**src/rtl/sub16_serial.sv**
```systemverilog
// Bit-serial subtractor, LSB first, one full-subtractor cell.
// Optional signed overflow flag enabled by `define SUB16_OVF_EN.
module sub16_serial #(
  parameter int WIDTH = 16
) (
  input  logic             clk,
  input  logic             rst,
  input  logic             start,
  input  logic [WIDTH-1:0] A,
  input  logic [WIDTH-1:0] B,
  input  logic             Bin,
  output logic             busy,
  output logic             done,
  output logic [WIDTH-1:0] Diff,
  output logic             Bout
`ifdef SUB16_OVF_EN
  ,
  output logic             Ovf
`endif
);

  localparam int CW = $clog2(WIDTH + 1);

  typedef enum logic [1:0] {
    IDLE,
    RUN,
    DONE
  } state_t;

  state_t           state;
  logic [CW-1:0]    cnt;
  logic [WIDTH-1:0] a_sh;
  logic [WIDTH-1:0] b_sh;
  logic [WIDTH-1:0] d_sh;
  logic             br;
  logic             dbit;
  logic             bo;
  logic             last;

  assign dbit = a_sh[0] ^ b_sh[0] ^ br;
  assign bo   = (~a_sh[0] & b_sh[0])
              | (~(a_sh[0] ^ b_sh[0]) & br);
  assign last = (cnt == CW'(WIDTH - 1));

  always_ff @(posedge clk or posedge rst) begin
    if (rst) begin
      state <= IDLE;
      busy  <= 1'b0;
      done  <= 1'b0;
      Diff  <= '0;
      Bout  <= 1'b0;
      cnt   <= '0;
      br    <= 1'b0;
      a_sh  <= '0;
      b_sh  <= '0;
      d_sh  <= '0;
`ifdef SUB16_OVF_EN
      Ovf   <= 1'b0;
`endif
    end else begin
      done <= 1'b0;
      unique case (state)
        IDLE, DONE: begin
          if (start) begin
            a_sh  <= A;
            b_sh  <= B;
            br    <= Bin;
            cnt   <= '0;
            state <= RUN;
            busy  <= 1'b1;
          end else begin
            state <= IDLE;
            busy  <= 1'b0;
          end
        end
        RUN: begin
          a_sh <= a_sh >> 1;
          b_sh <= b_sh >> 1;
          d_sh <= {dbit, d_sh[WIDTH-1:1]};
          br   <= bo;
          cnt  <= cnt + 1'b1;
          if (last) begin
            state <= DONE;
            busy  <= 1'b0;
            done  <= 1'b1;
            Diff  <= {dbit, d_sh[WIDTH-1:1]};
            Bout  <= bo;
`ifdef SUB16_OVF_EN
            // On the final bit the shifters hold the operand sign bits
            Ovf   <= (a_sh[0] != b_sh[0])
                   && (dbit != a_sh[0]);
`endif
          end
        end
        default: begin
          state <= IDLE;
          busy  <= 1'b0;
        end
      endcase
    end
  end

endmodule
```
**config.mk**
```make
export PLATFORM = sky130hd
export DESIGN_NAME = sub16_serial
export DESIGN_NICKNAME = d
export VERILOG_FILES = /design/src/rtl/sub16_serial.sv
export SDC_FILE = /design/constraint.sdc
export NUM_CORES = 1
export LEC_CHECK = 0
export CAP_MARGIN = 0
export CORE_AREA = 2 2 99 63
export CTS_CLUSTER_SIZE = 20
export DETAILED_ROUTE_END_ITERATION = 8
export DIE_AREA = 0 0 101 65
export PLACE_DENSITY_LB_ADDON = 0.2
export SLEW_MARGIN = 40
export SYNTH_ARGS = -nofsm -noshare
export SYNTH_HDL_FRONTEND = slang
export SYNTH_SLANG_ARGS = --single-unit
```
**constraint.sdc**
```tcl
create_clock -name clk -period 6 [get_ports clk]
set_clock_uncertainty 0.05 [all_clocks]
set_input_delay 1.2 -clock clk [delete_from_list [all_inputs] [get_ports clk]]
set_output_delay 1.2 -clock clk [all_outputs]
set_load 0.05 [all_outputs]
```
### Word-level counts from Yosys, hierarchy flattened

Cells that the tools add are included.

| word-level totals | value |
|---|---|
| output and inout port bits | 19 |
| logic and storage cells | 44 |
| bits in registers | 75 |
| input bits | 36 |

| operators by class | value |
|---|---|
| multiplexer cells | 16 |
| bitwise gates (word level) | 7 |
| $add $sub $neg | 1 |
| eq/ne operators | 5 |
| reduce and logical (&&, ||, !) cells | 5 |

Operator list:

| cell | count |
|---|---|
| $pmux W16 S2 | 2 |
| $mux W16 | 2 |
| $pmux W5 S2 | 1 |
| $mux W1 | 6 |
| $add A5 B1 Y5 const B | 1 |
| $eq A5 B4 Y1 const B | 1 |
| $mux W5 | 1 |
| $ne A2 B2 Y1 const B | 2 |
| $pmux W1 S2 | 2 |
| $pmux W2 S2 | 1 |
| $reduce_and A2 Y1 | 2 |
| $and A1 B1 Y1 | 2 |
| $eq A2 B1 Y1 const B | 1 |
| $eq A2 B2 Y1 const B | 1 |
| $logic_not A2 Y1 | 1 |
| $mux W2 | 1 |
| $not A1 Y1 | 2 |
| $reduce_bool A2 Y1 | 1 |
| $reduce_or A2 Y1 | 1 |
| $xor A1 B1 Y1 | 2 |
| $or A1 B1 Y1 | 1 |

### Longest topological paths before layout

Gate-level depths: netlist (run 1).

| depth | value |
|---|---|
| word-level depth | 5 |
| depth in mapped cells | 7 |
| depth with buffers taken out | 6 |

### Least setup slack after synthesis (run 1)

Ideal clock, no wire load.

| timing | value |
|---|---|
| path kind | input port to flip-flop |
| start | input start |
| end | register b_sh[15] |
| arrival time | 1.833 ns |
| library setup time | 0.121 ns |
| required time | 5.829 ns |
| path slack | 3.996 ns |
| cell stages on the path | 4 |
| cells stage by stage | nor2b_1 > buf_2 > buf_2 > a22o_1 |

| between the ends | value |
|---|---|
| cells in the longest elaborated chain, start to end | 2 |

Ends and longest elaborated chain:

| element | RTL line | source |
|---|---|---|
| start: declaration | 8 | `input logic start,` |
| $ne A2 B2 Y1 (no line) | n/a |  |
| $reduce_and A2 Y1 (no line) | n/a |  |
| end signal: assignment | 78 | `b_sh <= b_sh >> 1;` |
| end: declaration | 33 | `logic [WIDTH-1:0] b_sh;` |

Every way passes these cells.
A chain may end at the register's enable or synchronous reset.

### Worst setup path in the final report (run 1)

| timing | value |
|---|---|
| start | register Bout |
| end | output Bout |

RTL lines:

| element | RTL line | source |
|---|---|---|
| start: declaration | 15 | `output logic Bout` |
| start signal: assignment | 87 | `Bout <= bo;` |

No word-level cell between the ends.

==> results of run 1 <==
## Yosys cell counts
cell / instances / area (um2)
o31ai_1: 1 / 7.510
buf_2: 18 / 90.09
mux2i_1: 2 / 20.02
a21o_1: 1 / 7.510
dfrtp_1: 74 / 1852
and2b_4: 1 / 10.01
nor2b_1: 1 / 6.260
nand2b_1: 2 / 12.51
o2bb2ai_1: 1 / 8.760
nor3b_1: 1 / 7.510
nand3_1: 30 / 150.1
inv_1: 7 / 26.28
nor2_1: 2 / 7.510
buf_6: 3 / 33.78
o21ai_0: 3 / 15.01
nor3_1: 1 / 5.000
a22o_1: 3 / 26.28
nand2_1: 76 / 285.3
mux2_2: 16 / 180.2
fa_1: 1 / 20.02
and3_1: 1 / 6.260
a22oi_1: 29 / 217.7
nand4_1: 1 / 6.260
a221o_1: 2 / 20.02
nand3b_1: 1 / 7.510
ha_1: 2 / 25.02
## worst min-delay path, delay by kind of cell, from the launching register on
kind             cells  cell delay [ps]
flip-flops           1              350
AND/OR/NAND/NOR      2              100
## stage by stage
step,power [mW],cells,utilization
2_1_floorplan,1.561,280,-
3_3_place_gp,1.768,387,0.6195
3_5_place_dp,1.796,388,0.6238
4_1_cts,2.275,404,0.6675
5_1_grt,2.426,404,0.6675
6_report,2.260,404,0.6675
## path summary, 6_finish.rpt
kind / from / end / slack [ps]
worst max-delay path: Bout / Bout / 3240
worst min-delay path: d_sh[1] / d_sh[1] / 430
worst max register to register: cnt[0] / Diff[13] / 3870
worst min register to register: d_sh[1] / d_sh[1] / 430
max in group asynchronous: rst / a_sh[4] / 3900
min in group asynchronous: rst / Diff[14] / 1240
## flip-flops by register name, summed over array words and instances (netlist names)
name / flops
done: 1
a_sh: 16
Diff: 16
cnt: 5
b_sh: 16
Bout: 1
br: 1
d_sh: 15
state: 2
busy: 1
## power breakdown
| group | total [mW] | leakage, nW | switching (mW) | internal (mW) |
|---|---|---|---|---|
| combinational | 0.920 | 0.794 | 0.569 | 0.350 |
| sequential | 0.866 | 0.920 | 0.133 | 0.733 |
| clock | 0.475 | 0.123 | 0.175 | 0.299 |
## kinds of logic (layout without fill, tap and decap cells)
logic type / count (synthesis) / count (layout) / share of synthesized area
simple gates: 117 / 117 / 0.1651
fa+ha+maj: 3 / 3 / 0.01475
flops: 74 / 74 / 0.6063
compound gates: 40 / 40 / 0.09914
mux: 18 / 18 / 0.06555
buf+inv: 28 / 80 / 0.04916
## routing by layer
metal | vias up | track usage | share of wire
met5 | - | 0 | 0
met4 | 0 | 0.05912 | 0.011
met3 | 7 | 0.07551 | 0.071
met2 | 67 | 0.2917 | 0.41
met1 | 1062 | 0.2791 | 0.51
li1 | 1055 | - | -
## cell type report
class / instances / area, um2
clock buffer: 12 / 155.1
clock inverter: 4 / 97.59
fill: 453 / 1922
inverter: 7 / 28.78
multi-input combinational: 178 / 1065
sequential: 74 / 1852
tap: 72 / 90.09
timing repair buffer: 57 / 570.5
==> out/metrics.yaml, run 1 <==
drt:
  vias: 2191
  drt_iter0_markers: 144
  drt-vias-per-instance: 5.423
  wire_per_inst_um: 14.47
  antenna_left: 0
  routed_wl_um: 5845
  drc: 0
  first_pass_iters: 4
sta:
  timing.final.ws_setup_ps: 3239
  grt_setup_unrepaired: "false"
  fin_hold_ws_ps: 427.5
  fin_setup_tns_ps: 0
  max_freq_mhz: 362.2
  drv_slew: 0
  tightest_slew_ps: 646.7
  report.final.hold_viol_count: 0
  fin_crit_sh: 0.4601
  setup_violations: 0
  min_period_ps: 2761
  slew-limit-headroom: 0.5689
global_routing:
  antenna_found_initial: 0
  grt_pass1_wl_um: 10010
  grt-ovfl-total: 0
  grt_util_all_layers: 0.1995
  grt_max_degree: 53
  grt_pass1_vias: 2103
logic_synthesis:
  avgSynthCellArea_um2: 10.91
  synth_seq_cells: 74
  syn-cell-area_um2: 3054
  yosysSeqAreaShare: 0.6063
  yosysWarnings: 0
  synth_fp_nets: 319
  syn-instance-count: 280
  ys_types: 26
layout:
  most-common-layout-cells: "nand2_1 (76), dfrtp_1 (74), clkdlybuf4s50_1 (54), nand3_1 (30), a22oi_1 (29)"
  final_area_um2: 3859
  diodes: 0
  final_nets: 366
  layout_commonest_cell: "nand2_1"
  drive_above_1_share: 0.1175
  area_delta_synth_final_pct: 26.34
clock_network:
  cts.repair.resized: 0
  clock-root-buffer: "clkbuf_8"
  post_cts_buffers: 0
  cts_tree: "yes"
  clk_pin_slew_ps: 70
  clkLatencyLatePin_ps: 340
  cts_buffer_depth: 2
  cts.sinks: 74
  cts_buffers: 9
  postCtsHoldBufs: 0
  htree_num_levels: 3
setup_path:
  start_kind: "flop"
  critPathRequiredTime_ps: 4750
  slowest_stage: "clkdlybuf4s50_1"
  path_max_fanout: 2
  path_depth: 1
  cp.arrival_ps: 1510
  max_stage_delay_ps: 810
  crit_path_end_kind: "primary output"
  worstSetupPathType: "reg -> out"
  crit_chain: "clkdlybuf4s50_1"
  critical_path_buf_inv_count: 1
  ff2ff_path_depth: 6
  cp_top_family: "buffers and inverters"
placed_design:
  place_area_um2: 3606
  hpwl_um: 3460
  pre_cts_ws_ps: 3126
  port_buffers: 54
  gp_congestion: 0.7462
floorplanning:
  die_y_um: 65
  die_area_um2: 6565
  io-pin-count: 55
  core_area_um2: 5781
  fp.dieW_um: 101
  start_util: 0.5284
  fp-row-count: 22
flow_run:
  cap_viol_max_count: 0
worst_hold_path:
  min_path_cells: 2
  worstHoldPathType: "reg -> reg"
pwr:
  p_leak_nw: 1.836
  peakVddDrop_v: 0.0003171
  pwr_density_cell_nw_per_um2: 585.7
outcome:
  status: "finished clean"
(Power assumes the default switching activity.)
==> run 2: changes to the inputs <==
Settings changed: CORE_AREA 2 2 99 63 to 2 2 108 68, DIE_AREA 0 0 101 65 to 0 0 110 70.
Clock period 6 ns to 2.3 ns, I/O delays scaled along.
==> run 2 against run 1 <==
  * Clock power rose to 2.7 times the previous value
  * Total power rose to 2.7 times the previous value
  * Die area increased by 17%
  * Design area rose by 2.0%
  * Wire length up 7.7%
  * First-iteration DRC count rose by 4.9%
  * Largest cell class unchanged
  * Flip-flop and latch count unchanged
  * Critical path depth is the same
  * Highest routed layer unchanged
  * Global-route usage shrank 1.6 points
  * Sequential power rose to 2.6 times the previous value
  * Combinational power rose to 2.7 times the previous value
==> out/metrics.yaml, run 2 (synthesis gave the netlist of run 1 again) <==
outcome:
  status: "finished clean"
clock_network:
  clk_pin_slew_ps: 80  # about the same
  clkLatencyLatePin_ps: 350  # about the same
  cts_buffers: 9  # unchanged
  cts.sinks: 74  # unchanged
  cts_buffer_depth: 2  # unchanged
  postCtsHoldBufs: 0  # unchanged
  cts.repair.resized: 0  # unchanged
  post_cts_buffers: 0  # unchanged
  cts_tree: "yes"
  clock-root-buffer: "clkbuf_8"
  htree_num_levels: 3  # unchanged
sta:
  drv_slew: 0  # unchanged
  tightest_slew_ps: 574.0  # -72.72 ps
  min_period_ps: 2094
  fin_hold_ws_ps: 428.7  # +1.156 ps
  slew-limit-headroom: 0.6173  # +0.04848
  report.final.hold_viol_count: 0  # unchanged
  grt_setup_unrepaired: "false"
  fin_crit_sh: 0.9102
  setup_violations: 0  # unchanged
  timing.final.ws_setup_ps: 206.5  # -3033 ps
  max_freq_mhz: 477.7
  fin_setup_tns_ps: 0  # unchanged
pwr:
  p_switching_mw: 2.334  # +170%
  p_int_mw: 3.693  # +170%
  pwr_density_cell_nw_per_um2: 1532  # +160%
  p_leak_nw: 1.871  # +1.9%
  power_frac_comb: 0.410  # +0.003
  peakVddDrop_v: 0.0006018  # +90%
  pwr-share-clk: 0.213  # +0.003
  power_frac_seq: 0.377  # -0.006
  sw_frac_of_total: 0.3873  # -0.001002
placed_design:
  port_buffers: 54  # unchanged
  placed_cells: 414  # +6.7%
  pre_cts_ws_ps: 431.0  # -2695 ps
  place_area_um2: 3681  # +2.1%
  hpwl_um: 4160  # +20%
  gp_congestion: 0.8018  # +7.5%
drt:
  drc: 0  # unchanged
  drt_iter0_markers: 151  # +4.9%
  antenna_left: 0  # unchanged
  first_pass_iters: 4  # unchanged
  vias: 2212  # +0.96%
  drt-vias-per-instance: 5.156  # -4.9%
  wire_per_inst_um: 14.68  # +1.4%
  routed_wl_um: 6296  # +7.7%
floorplanning:
  die_area_um2: 7700  # +17%
  die_y_um: 70  # +7.7%
  fp-row-count: 24  # +9.1%
  fp.dieW_um: 110  # +8.9%
  core_area_um2: 6877  # +19%
  io-pin-count: 55  # unchanged
  start_util: 0.4441  # -0.08421
layout:
  final_nets: 373  # +1.9%
  final_area_um2: 3935  # +2.0%
  fin_cells: 429  # +6.2%
  area_delta_synth_final_pct: 28.84
  drive_above_1_share: 0.1331  # +0.01567
  most-common-layout-cells: "nand2_1 (76), dfrtp_1 (74), clkdlybuf4s50_1 (54), nand3_1 (30), a22oi_1 (29)"
  diodes: 0  # unchanged
  reg_top3: "Diff x16, a_sh x16, b_sh x16"
  layout_commonest_cell: "nand2_1"
setup_path:
  start_kind: "flop"
  path_max_fanout: 2  # unchanged
  cp_top_family: "buffers and inverters"
  cp.arrival_ps: 1580  # +70 ps
  crit_chain: "clkdlybuf4s50_1"
  crit_path_end_kind: "primary output"
  critical_path_buf_inv_count: 1  # unchanged
  critPathRequiredTime_ps: 1790  # -2960 ps
  path_depth: 1  # unchanged
  worstSetupPathType: "reg -> out"
  max_stage_delay_ps: 830  # +20 ps
  slowest_stage: "clkdlybuf4s50_1"
  ff2ff_path_depth: 6  # unchanged
worst_hold_path:
  worstHoldPathType: "reg -> reg"
  min_path_cells: 1  # -1
global_routing:
  grt_util_all_layers: 0.1840  # -0.01551
  grt-ovfl-total: 0  # unchanged
  grt_pass1_wl_um: 10780  # +7.7%
  grt_pass1_vias: 2288  # +8.8%
  antenna_found_initial: 0  # unchanged
  grt_max_degree: 36  # -32%
flow_run:
  cap_viol_max_count: 0  # unchanged
## run 2: changes by cell type in the layout (fill, tap and decap cells not counted), sizes merged
cell / delta
inv: -1
clkinv: +2
bufinv: +1
clkbuf: -3
buf: +7
## run 2: path summary, 6_finish.rpt
kind / start / to / slack, ps
max: busy / busy / 210
min in group asynchronous: rst / b_sh[12] / 450
max in group asynchronous: rst / state[1] / 1200
max reg2reg: cnt[0] / Diff[9] / 420
min reg2reg: cnt[3] / cnt[3] / 430
min: cnt[3] / cnt[3] / 430
## run 2: cell type report
cell class,count,area [um2]
fill,587,2942
sequential,74,1852
multi-input combinational,178,1057
timing repair buffer,64,628.1
clock inverter,6,130.1
clock buffer,9,123.9
tap,91,113.9
inverter,7,30.03
## run 2: power by group through the flow
stage,clock [mW],combinational [mW],sequential [mW]
detailed placement,0,2.49,2.29
finish,1.28,2.47,2.27
floorplan,0,1.29,2.78
CTS,1.32,2.50,2.28
global placement,0,2.43,2.28
global route,1.38,2.72,2.36
## run 2: layer usage
metal	GRT usage	share of wire	vias up	wire [um]
met3	0.06816	0.071	2	450
met5	0	0	-	0
met2	0.2590	0.43	57	2715
li1	-	-	1070	-
met1	0.2636	0.49	1083	3103
met4	0.05907	0.0043	0	27
## run 2: worst register-to-register path: stages (launching register included)
cell      delay [ps]
dfrtp_1          410
ha_1             220
and3_1           150
ha_1             190
nand3b_1          80
buf_4            270
mux2_2           380
## run 2: per-stage QoR
step	power, mW	utilization
finish	6.028	0.5722
global route	6.453	0.5722
CTS	6.093	0.5722
detailed placement	4.781	0.5353
global placement	4.713	0.5353
floorplan	4.073	-
